`src/rtl/ascon_pkg.sv`:
```
`default_nettype none
// ============================================================================
//  Module      : ascon_pkg
//  Description : Shared widths, FSM encoding, round-constant helper and
//                linear-layer rotation amounts for the unrolled Ascon
//                permutation.
//  Revision    : 1.0 - initial release
// ============================================================================
package ascon_pkg;

   localparam int STATE_W    = 320;
   localparam int WORD_W     = 64;
   localparam int MAX_ROUNDS = 12;

   typedef enum logic [1:0] {
      IDLE = 2'd0,
      RUN  = 2'd1,
      DONE = 2'd2
   } state_e;

   // Linear-layer rotate-right amounts, two per word.
   localparam int ROT_X0_A = 19;
   localparam int ROT_X0_B = 28;
   localparam int ROT_X1_A = 61;
   localparam int ROT_X1_B = 39;
   localparam int ROT_X2_A = 1;
   localparam int ROT_X2_B = 6;
   localparam int ROT_X3_A = 10;
   localparam int ROT_X3_B = 17;
   localparam int ROT_X4_A = 7;
   localparam int ROT_X4_B = 41;

   // Round constant: upper nibble is the complement of the index.
   function automatic logic [7:0] rc(input logic [3:0] idx);
      return {4'd15 - idx, idx};
   endfunction

   function automatic logic [WORD_W-1:0] ror(input logic [WORD_W-1:0] x, input int n);
      return (x >> n) | (x << (WORD_W - n));
   endfunction

endpackage
`default_nettype wire

```
`src/rtl/ascon_round.sv`:
```
`default_nettype none
// ============================================================================
//  Module      : ascon_round
//  Description : One combinational Ascon round (constant addition, bitsliced
//                5-bit S-box, linear diffusion). With i_en low the state
//                passes through untouched, which lets the unrolled chain
//                bypass rounds not needed in a partial final cycle.
//  Revision    : 1.0 - initial release
// ============================================================================
module ascon_round
   import ascon_pkg::*;
(
   input  logic [STATE_W-1:0] i_state,
   input  logic [7:0]         i_rc,
   input  logic               i_en,
   output logic [STATE_W-1:0] o_state
);

   logic [WORD_W-1:0] w_a0, w_a1, w_a2, w_a3, w_a4;
   logic [WORD_W-1:0] w_t0, w_t1, w_t2, w_t3, w_t4;
   logic [WORD_W-1:0] w_b0, w_b1, w_b2, w_b3, w_b4;
   logic [WORD_W-1:0] w_s0, w_s1, w_s2, w_s3, w_s4;

   // Constant addition, S-box layer, linear layer, then the bypass mux.
   always_comb begin
      // Constant addition folded into the S-box input XORs.
      w_a0 = i_state[319:256] ^ i_state[63:0];
      w_a1 = i_state[255:192];
      w_a2 = (i_state[191:128] ^ {56'd0, i_rc}) ^ i_state[255:192];
      w_a3 = i_state[127:64];
      w_a4 = i_state[63:0] ^ i_state[127:64];

      w_t0 = ~w_a0 & w_a1;
      w_t1 = ~w_a1 & w_a2;
      w_t2 = ~w_a2 & w_a3;
      w_t3 = ~w_a3 & w_a4;
      w_t4 = ~w_a4 & w_a0;

      w_b0 = w_a0 ^ w_t1;
      w_b1 = w_a1 ^ w_t2;
      w_b2 = w_a2 ^ w_t3;
      w_b3 = w_a3 ^ w_t4;
      w_b4 = w_a4 ^ w_t0;

      w_s1 = w_b1 ^ w_b0;
      w_s0 = w_b0 ^ w_b4;
      w_s3 = w_b3 ^ w_b2;
      w_s2 = ~w_b2;
      w_s4 = w_b4;

      if (i_en) begin
         o_state = {w_s0 ^ ror(w_s0, ROT_X0_A) ^ ror(w_s0, ROT_X0_B),
                    w_s1 ^ ror(w_s1, ROT_X1_A) ^ ror(w_s1, ROT_X1_B),
                    w_s2 ^ ror(w_s2, ROT_X2_A) ^ ror(w_s2, ROT_X2_B),
                    w_s3 ^ ror(w_s3, ROT_X3_A) ^ ror(w_s3, ROT_X3_B),
                    w_s4 ^ ror(w_s4, ROT_X4_A) ^ ror(w_s4, ROT_X4_B)};
      end else begin
         o_state = i_state;
      end
   end

endmodule
`default_nettype wire

```
`src/rtl/ascon_perm_unrolled.sv`:
```
`default_nettype none
// ============================================================================
//  Module      : ascon_perm_unrolled
//  Description : Ascon permutation p^r, r = 0..12 (larger values clamp to 12),
//                UNROLL rounds per clock, integrated round counter and
//                start/done handshake. Round constants are offset so that an
//                r-round run uses the last r constants of RC_BASE.
//                Optional macro ASCON_PERM_CTR_EN exposes the round counter
//                on port ctr.
//  Revision    : 1.0 - initial release
// ============================================================================
module ascon_perm_unrolled
   import ascon_pkg::*;
#(
   parameter int UNROLL  = 1,
   parameter int RC_BASE = 12
) (
   input  logic               clk,
   input  logic               rst,
   input  logic               start,
   input  logic [3:0]         rounds,
   input  logic [STATE_W-1:0] S,
   output logic [STATE_W-1:0] out,
   output logic               done,
   output logic               busy
`ifdef ASCON_PERM_CTR_EN
   ,
   output logic [3:0]         ctr
`endif
);

   state_e             fsm_q, fsm_d;
   logic [STATE_W-1:0] state_q, state_d;
   logic [STATE_W-1:0] out_q, out_d;
   logic [3:0]         r_q, r_d;
   logic [3:0]         i_q, i_d;
   logic               done_q, done_d;
   logic               busy_q, busy_d;

   logic [3:0]         w_r_clamp;
   logic [4:0]         w_adv;
   logic [STATE_W-1:0] w_last;

   assign w_r_clamp = (rounds > 4'(MAX_ROUNDS)) ? 4'(MAX_ROUNDS) : rounds;
   assign w_adv     = {1'b0, i_q} + 5'(UNROLL);

   // Chain of UNROLL rounds; stages beyond the requested count are bypassed.
   for (genvar j = 0; j < UNROLL; j++) begin : g_round
      logic [STATE_W-1:0] w_in;
      logic [STATE_W-1:0] w_out;
      logic [4:0]         w_pos;
      logic               w_en;
      logic [3:0]         w_idx;
      logic [7:0]         w_rc;

      if (j == 0) begin : g_first
         assign w_in = state_q;
      end else begin : g_chain
         assign w_in = g_round[j-1].w_out;
      end

      assign w_pos = {1'b0, i_q} + 5'(j);
      assign w_en  = (w_pos < {1'b0, r_q});
      assign w_idx = 4'(RC_BASE) - r_q + w_pos[3:0];
      assign w_rc  = rc(w_idx);

      ascon_round u_round (
         .i_state (w_in),
         .i_rc    (w_rc),
         .i_en    (w_en),
         .o_state (w_out)
      );
   end

   assign w_last = g_round[UNROLL-1].w_out;

   // Next-state logic for the IDLE/RUN/DONE controller and datapath registers.
   always_comb begin
      fsm_d   = fsm_q;
      state_d = state_q;
      out_d   = out_q;
      r_d     = r_q;
      i_d     = i_q;
      done_d  = 1'b0;
      busy_d  = busy_q;
      case (fsm_q)
         IDLE: begin
            i_d = 4'd0;
            if (start) begin
               state_d = S;
               r_d     = w_r_clamp;
               if (w_r_clamp == 4'd0) begin
                  fsm_d  = DONE;
                  out_d  = S;
                  done_d = 1'b1;
                  busy_d = 1'b0;
               end else begin
                  fsm_d  = RUN;
                  busy_d = 1'b1;
               end
            end
         end
         RUN: begin
            state_d = w_last;
            if (w_adv >= {1'b0, r_q}) begin
               i_d    = r_q;
               fsm_d  = DONE;
               out_d  = w_last;
               done_d = 1'b1;
               busy_d = 1'b0;
            end else begin
               i_d = w_adv[3:0];
            end
         end
         DONE: begin
            fsm_d  = IDLE;
            i_d    = 4'd0;
            busy_d = 1'b0;
         end
         default: begin
            fsm_d  = IDLE;
            i_d    = 4'd0;
            busy_d = 1'b0;
         end
      endcase
   end

   // State registers with asynchronous active-low reset.
   always_ff @(posedge clk or negedge rst) begin
      if (!rst) begin
         fsm_q   <= IDLE;
         state_q <= '0;
         out_q   <= '0;
         r_q     <= 4'd0;
         i_q     <= 4'd0;
         done_q  <= 1'b0;
         busy_q  <= 1'b0;
      end else begin
         fsm_q   <= fsm_d;
         state_q <= state_d;
         out_q   <= out_d;
         r_q     <= r_d;
         i_q     <= i_d;
         done_q  <= done_d;
         busy_q  <= busy_d;
      end
   end

   assign out  = out_q;
   assign done = done_q;
   assign busy = busy_q;

`ifdef ASCON_PERM_CTR_EN
   assign ctr = i_q;
`endif

endmodule
`default_nettype wire

```
`config.mk`:
```
export PLATFORM = sky130hd
export DESIGN_NAME = ascon_perm_unrolled
export DESIGN_NICKNAME = d
export VERILOG_FILES = /design/src/rtl/ascon_pkg.sv /design/src/rtl/ascon_round.sv /design/src/rtl/ascon_perm_unrolled.sv
export SDC_FILE = /design/constraint.sdc
export NUM_CORES = 2
export LEC_CHECK = 0
export CORE_MARGIN = 1.5
export CORE_UTILIZATION = 56
export CTS_CLUSTER_DIAMETER = 120
export CTS_CLUSTER_SIZE = 25
export DETAILED_ROUTE_END_ITERATION = 10
export PLACE_DENSITY = 0.83
export SLEW_MARGIN = 25
export SYNTH_ARGS = -nofsm -noshare
export SYNTH_HDL_FRONTEND = slang
export SYNTH_SLANG_ARGS = --single-unit
```
`constraint.sdc`:
```
create_clock -name clk -period 5.05 [get_ports clk]
set_clock_uncertainty 0.2 [all_clocks]
set_input_delay 1.01 -clock clk [delete_from_list [all_inputs] [get_ports clk]]
set_output_delay 1.01 -clock clk [all_outputs]
set_load 0.1 [all_outputs]
```
# Word-level counts from Yosys, hierarchy flattened
# Cells that the tools add are included.
# word_totals
register_bits	652
inputBits	327
out_inout_bits	322
elab_cells	90
# op_classes
n_addsub	4
n_lt_le_gt_ge	3
n_eq_ne	4
n_mux	22
bitwise	43
n_reduce_logical	7
# op_table
op	n
2-to-1 mux 320 bit	5
XOR 64 bit	21
case mux 320 bit (2 select lines)	2
NOT 64 bit	6
bitwise AND 64 bit	5
bitwise OR 23 x 64 -> 64 bit	1
bitwise OR 25 x 64 -> 64 bit	1
bitwise OR 3 x 64 -> 64 bit	1
bitwise OR 36 x 64 -> 64 bit	1
bitwise OR 45 x 64 -> 64 bit	1
bitwise OR 47 x 64 -> 64 bit	1
bitwise OR 54 x 64 -> 64 bit	1
bitwise OR 57 x 64 -> 64 bit	1
bitwise OR 58 x 64 -> 64 bit	1
bitwise OR 63 x 64 -> 64 bit	1
XOR 64 x 8 -> 64 bit	1
2-to-1 mux 4 bit	3
subtractor 4 bit (first input constant)	2
2-to-1 mux 1 bit	6
2-to-1 mux 2 bit	3
!= test 2 bit (second input constant)	3
AND reduction 2 bit	3
adder 4 x 1 -> 5 bit (second input constant)	1
>= comparator 5 x 4 -> 1 bit	1
10 further kinds	11

# Logic depth before layout (Yosys ltp)
# logic_depth
word_depth	15
depth_mapped	14
mapped_depth_nobuf	14

# By module
# A second synthesis with hierarchy kept.
# unflattened
cells_unflattened	4989
area_unflattened_um2	48713.0
# by_module_without_submodules
mod	n_inst	cells_per_inst	area_each_um2	seq_area_each_um2
ascon_perm_unrolled	1	2897	29269.3	16315.6
ascon_round	1	2092	19443.6	0.0

# Least setup slack after synthesis
# No wires, ideal clock.
# synth_path
path_kind	register to register
start	reg r_q[1]
end	reg out_q[71] (netlist: out[71])
setup_time_ns	0.141
arrival_time_ns	3.287
required_ns	4.709
slack_ns	1.422
stages_incl_launch_ff	13
n_path_buf	0
period_less_slack_ns	3.628
path_cell_list	dfrtp_1 inv_1 ha_1 ha_1 fa_1 xnor3_1 xor2_1 ha_1 xnor2_1 xnor2_1 xnor3_1 o21ai_0 a31oi_1
# synth_between
elab_chain_cells	12
elab_cells_between_ends	16
classes_between	3 x add/sub; 2 x order compare; 1 x eq/ne; 3 x mux; 6 x bitwise; 1 x reduce/logical
# synth_rtl
item	line	rtl
from (decl)	ascon_perm_unrolled.sv:35	logic [3:0] r_q, r_d;
from (signal assigned)	ascon_perm_unrolled.sv:142	r_q <= r_d;
subtractor 4 bit	ascon_perm_unrolled.sv:64	assign w_idx = 4'(RC_BASE) - r_q + w_pos[3:0];
adder 4 bit	ascon_perm_unrolled.sv:64	
subtractor 4 bit	ascon_pkg.sv:35	return {4'd15 - idx, idx};
XOR 64 x 8 -> 64 bit	ascon_round.sv:29	w_a2 = (i_state[191:128] ^ {56'd0, i_rc}) ^ i_state[255:192];
XOR 64 bit	ascon_round.sv:29	
XOR 64 bit	ascon_round.sv:41	w_b2 = w_a2 ^ w_t3;
XOR 64 bit	ascon_round.sv:47	w_s3 = w_b3 ^ w_b2;
XOR 64 bit (2 in series)	ascon_round.sv:55	w_s3 ^ ror(w_s3, ROT_X3_A) ^ ror(w_s3, ROT_X3_B),
2-to-1 mux 320 bit	ascon_round.sv:51	if (i_en) begin
2-to-1 mux 320 bit	ascon_perm_unrolled.sv:105	if (w_adv >= {1'b0, r_q}) begin
case mux 320 bit (2 select lines)	ascon_perm_unrolled.sv:86	case (fsm_q)
to (signal assigned)	ascon_perm_unrolled.sv:141	out_q <= out_d;
to (decl)	ascon_perm_unrolled.sv:34	logic [STATE_W-1:0] out_q, out_d;
# Parallel ways exist; a longest one is shown, timed or not. The select of a mux whose other input is x is not followed.
# A chain may end at the register's enable or synchronous reset.

# Worst setup path after layout
# layout_path
start	reg r_q[1]
end	reg state_q[67] (netlist: g_round[0].w_in[67])
# layout_between
elab_chain_cells	10
elab_cells_between_ends	11
classes_between	2 x add/sub; 1 x order compare; 2 x mux; 6 x bitwise
# layout_rtl
item	line	rtl
subtractor 4 bit	ascon_perm_unrolled.sv:64	
adder 4 bit	ascon_perm_unrolled.sv:64	
XOR 64 x 8 -> 64 bit	ascon_round.sv:29	
XOR 64 bit	ascon_round.sv:29	
XOR 64 bit	ascon_round.sv:41	
XOR 64 bit	ascon_round.sv:47	
XOR 64 bit (2 in series)	ascon_round.sv:55	
2-to-1 mux 320 bit *	ascon_round.sv:51	
case mux 320 bit (2 select lines) *	ascon_perm_unrolled.sv:86	
to (signal assigned)	ascon_perm_unrolled.sv:140	state_q <= state_d;
to (decl)	ascon_perm_unrolled.sv:33	logic [STATE_W-1:0] state_q, state_d;
# Mark *: on every way between the ends. The rest lies on a longest branch, timed or not.

==> metrics.cfg <==
[route]
wire_per_inst_um=32.8
ant_nets=0
first_pass_iters=8
wirelength_mm=217
num_vias=44500
dr.first_iter.drc_count=6652
drt-vias-per-instance=6.72
drc_errors=0

[sta]
report.final.slew_viol_count=0
finalHoldViolCount=0
fmax_ghz=0.235
post-route-period-util_pct=84.3
max_slew_margin_pct=15.9
worst_pin_slew_ns=1.25
setup_violations=0
period_needed_ns=4.26
rsz0062_at_grt=false
finalSetupTns_ns=0

[cells_and_area]
syn_to_final_growth_pct=19.8
final_cell_mix=686 x nand2_1, 651 x dfrtp_1, 644 x clkdlybuf4s50_1
drive_gt1_share_pct=4.65
fill_cells=6502
final_common_cell=nand2_1
finalInstanceArea_um2=55500
final_nets=6010

[synthesis]
ys_seq_area_share_pct=35.1
synth-edff-count=0
synth_ff_type=dfrtp_1
synth_area_um2=46400
avgSynthCellArea_um2=9.17
yosys_warnings=0
syn_nets=5527
ys_types=46
synth_seq_cells=651
synthCells=5059
async_reset_ff_share_pct=100

[grt]
globalRoute.busiestLayer=met2
grt_use_met1_pct=64.3
antenna_found_initial=16
met2_usage_pct=74.8
grt_pass1_wl_mm=306
use_met3_pct=14.0
grt_max_degree=181
grt_pass1_vias=41700
grt-ovfl-total=0
grt.total_usage_pct=50.4

[worst_setup_path]
cp-end-kind=flop
crit_arrival_ns=4.50
required_ns=5.30
cp-start-kind=flop
path_max_fanout=5
crit_type=reg2reg

[cts]
cts_setup_buffers=0
numCtsBuffers=34
cts_buffer_depth=3
cts-root-buf=clkbuf_16
cts_tree=done
htree_levels=2
cts_sinks=651
cts_resized=0
clk_latency_ns=0.62
holdBufCountCts=0
clk_pin_slew_ns=0.11

[flow_run]
cap_violations=0

[hold_path]
hp-class=reg2reg

[die]
die_y_um=291
dieWidth_um=291
io_pins=649
coreArea_um2=82000
rows=105
initial_utilization_pct=56.6
fp.dieArea_um2=84600

[place]
placed_cell_area_um2=54400
io_buffer_count=648
gp_congestion=1.08
hpwlAfterDp_mm=169

[status]
outcome=finished clean

[cell type report]
type	instances	area (um^2)	area share (%)
Tap cell	1070	1340	2.41
Antenna cell	8	20.0	0.0360
Clock buffer	37	926	1.67
Inverter	141	534	0.962
Clock inverter	6	118	0.212
Multi-Input combinational cell	3931	28500	51.2
Timing Repair Buffer	783	7860	14.1
Sequential cell	651	16300	29.3
[metrics by stage]
stage | utilization, % | worst slack [ns] | std cells | hold slack, ns
detailed placement | 66.4 | 0.887 | 6575 | 0.288
floorplan | - | 1.42 | 5059 | 0.270
global placement | 66.3 | 0.912 | 6575 | 0.283
CTS | 67.7 | 0.869 | 6618 | 0.311
global route | 67.7 | 0.647 | 6621 | 0.337
finish | 67.8 | 0.795 | 6627 | 0.314
[registers in the layout, indices dropped and copies added (netlist names)]
register / cells
done: 1
fsm_q: 2
g_round.w_in: 320
i_q: 4
out: 320
r_q: 4
[synth_stat cells (8+ instances only)]
library cell  number  area (um^2)
a31oi_1          228         1430
o21a_1             9         67.6
a21oi_1          488         2440
xor3_1            10          238
ha_1             139         1740
inv_1            140          526
buf_1             27          101
dfrtp_1          651        16300
nor2_1           358         1340
clkbuf_1         274         1030
and3_1             9         56.3
buf_2             35          175
xnor2_1          534         4680
nand3_1          119          596
o22a_1            13          114
o21ai_0          269         1350
xnor3_1          237         5340
xor2_1            98          858
nand2_1          687         2580
a21o_1            16          120
o41ai_2            8          130
xnor2_2           32          521
mux2i_1           27          270
nor3_1           168          841
o22ai_1           13         81.3
a211oi_1          73          548
or3_1            100          626
o31ai_1          257         1930
[worst max-delay path, stage by stage, from the launching register on]
cell,delay [ns]
dfrtp_1,0.37
inv_1,0.16
ha_1,0.26
ha_1,0.20
fa_1,0.40
xnor3_1,0.24
xnor2_1,0.22
ha_1,0.28
xnor2_1,0.12
buf_4,0.16
xnor2_1,0.69
xnor3_1,0.43
o21ai_0,0.22
a31oi_1,0.11
[routing by layer]
| metal | share of wire [%] | up-vias |
|---|---|---|
| met5 | 0.053 | - |
| met4 | 8.5 | 16 |
| met3 | 13 | 726 |
| met2 | 43 | 3592 |
| met1 | 36 | 21500 |
| li1 | - | 18700 |
[worst paths after layout]
path	slack, ns	endpoint	cells after the start	start
min	0.31	out[260]	2	out[260]
min reg2reg	0.31	out[260]	2	out[260]
min in group asynchronous	0.34	out[93]	1	rst
max reg2reg	0.79	g_round[0].w_in[67]	13	r_q[1]
max in group asynchronous	3.17	g_round[0].w_in[255]	2	rst
max	0.79	g_round[0].w_in[67]	13	r_q[1]
[kinds of logic (layout without fill, tap and decap cells)]
family / Yosys count / after routing / synth area share [%]
muxes: 27 / 27 / 0.583
adders and majority gates: 145 / 145 / 3.92
AOI/OAI and AO/OA: 1391 / 1391 / 18.0
xor gates and xnor gates: 914 / 914 / 25.2
DFF: 651 / 651 / 35.1
and+or+nand+nor: 1454 / 1454 / 13.2
other: 0 / 8 / 0
buffers and inverters: 477 / 967 / 3.95
Power is not shown: default switching activity piles up to over one toggle a cycle in this logic, so the estimate is an artifact.
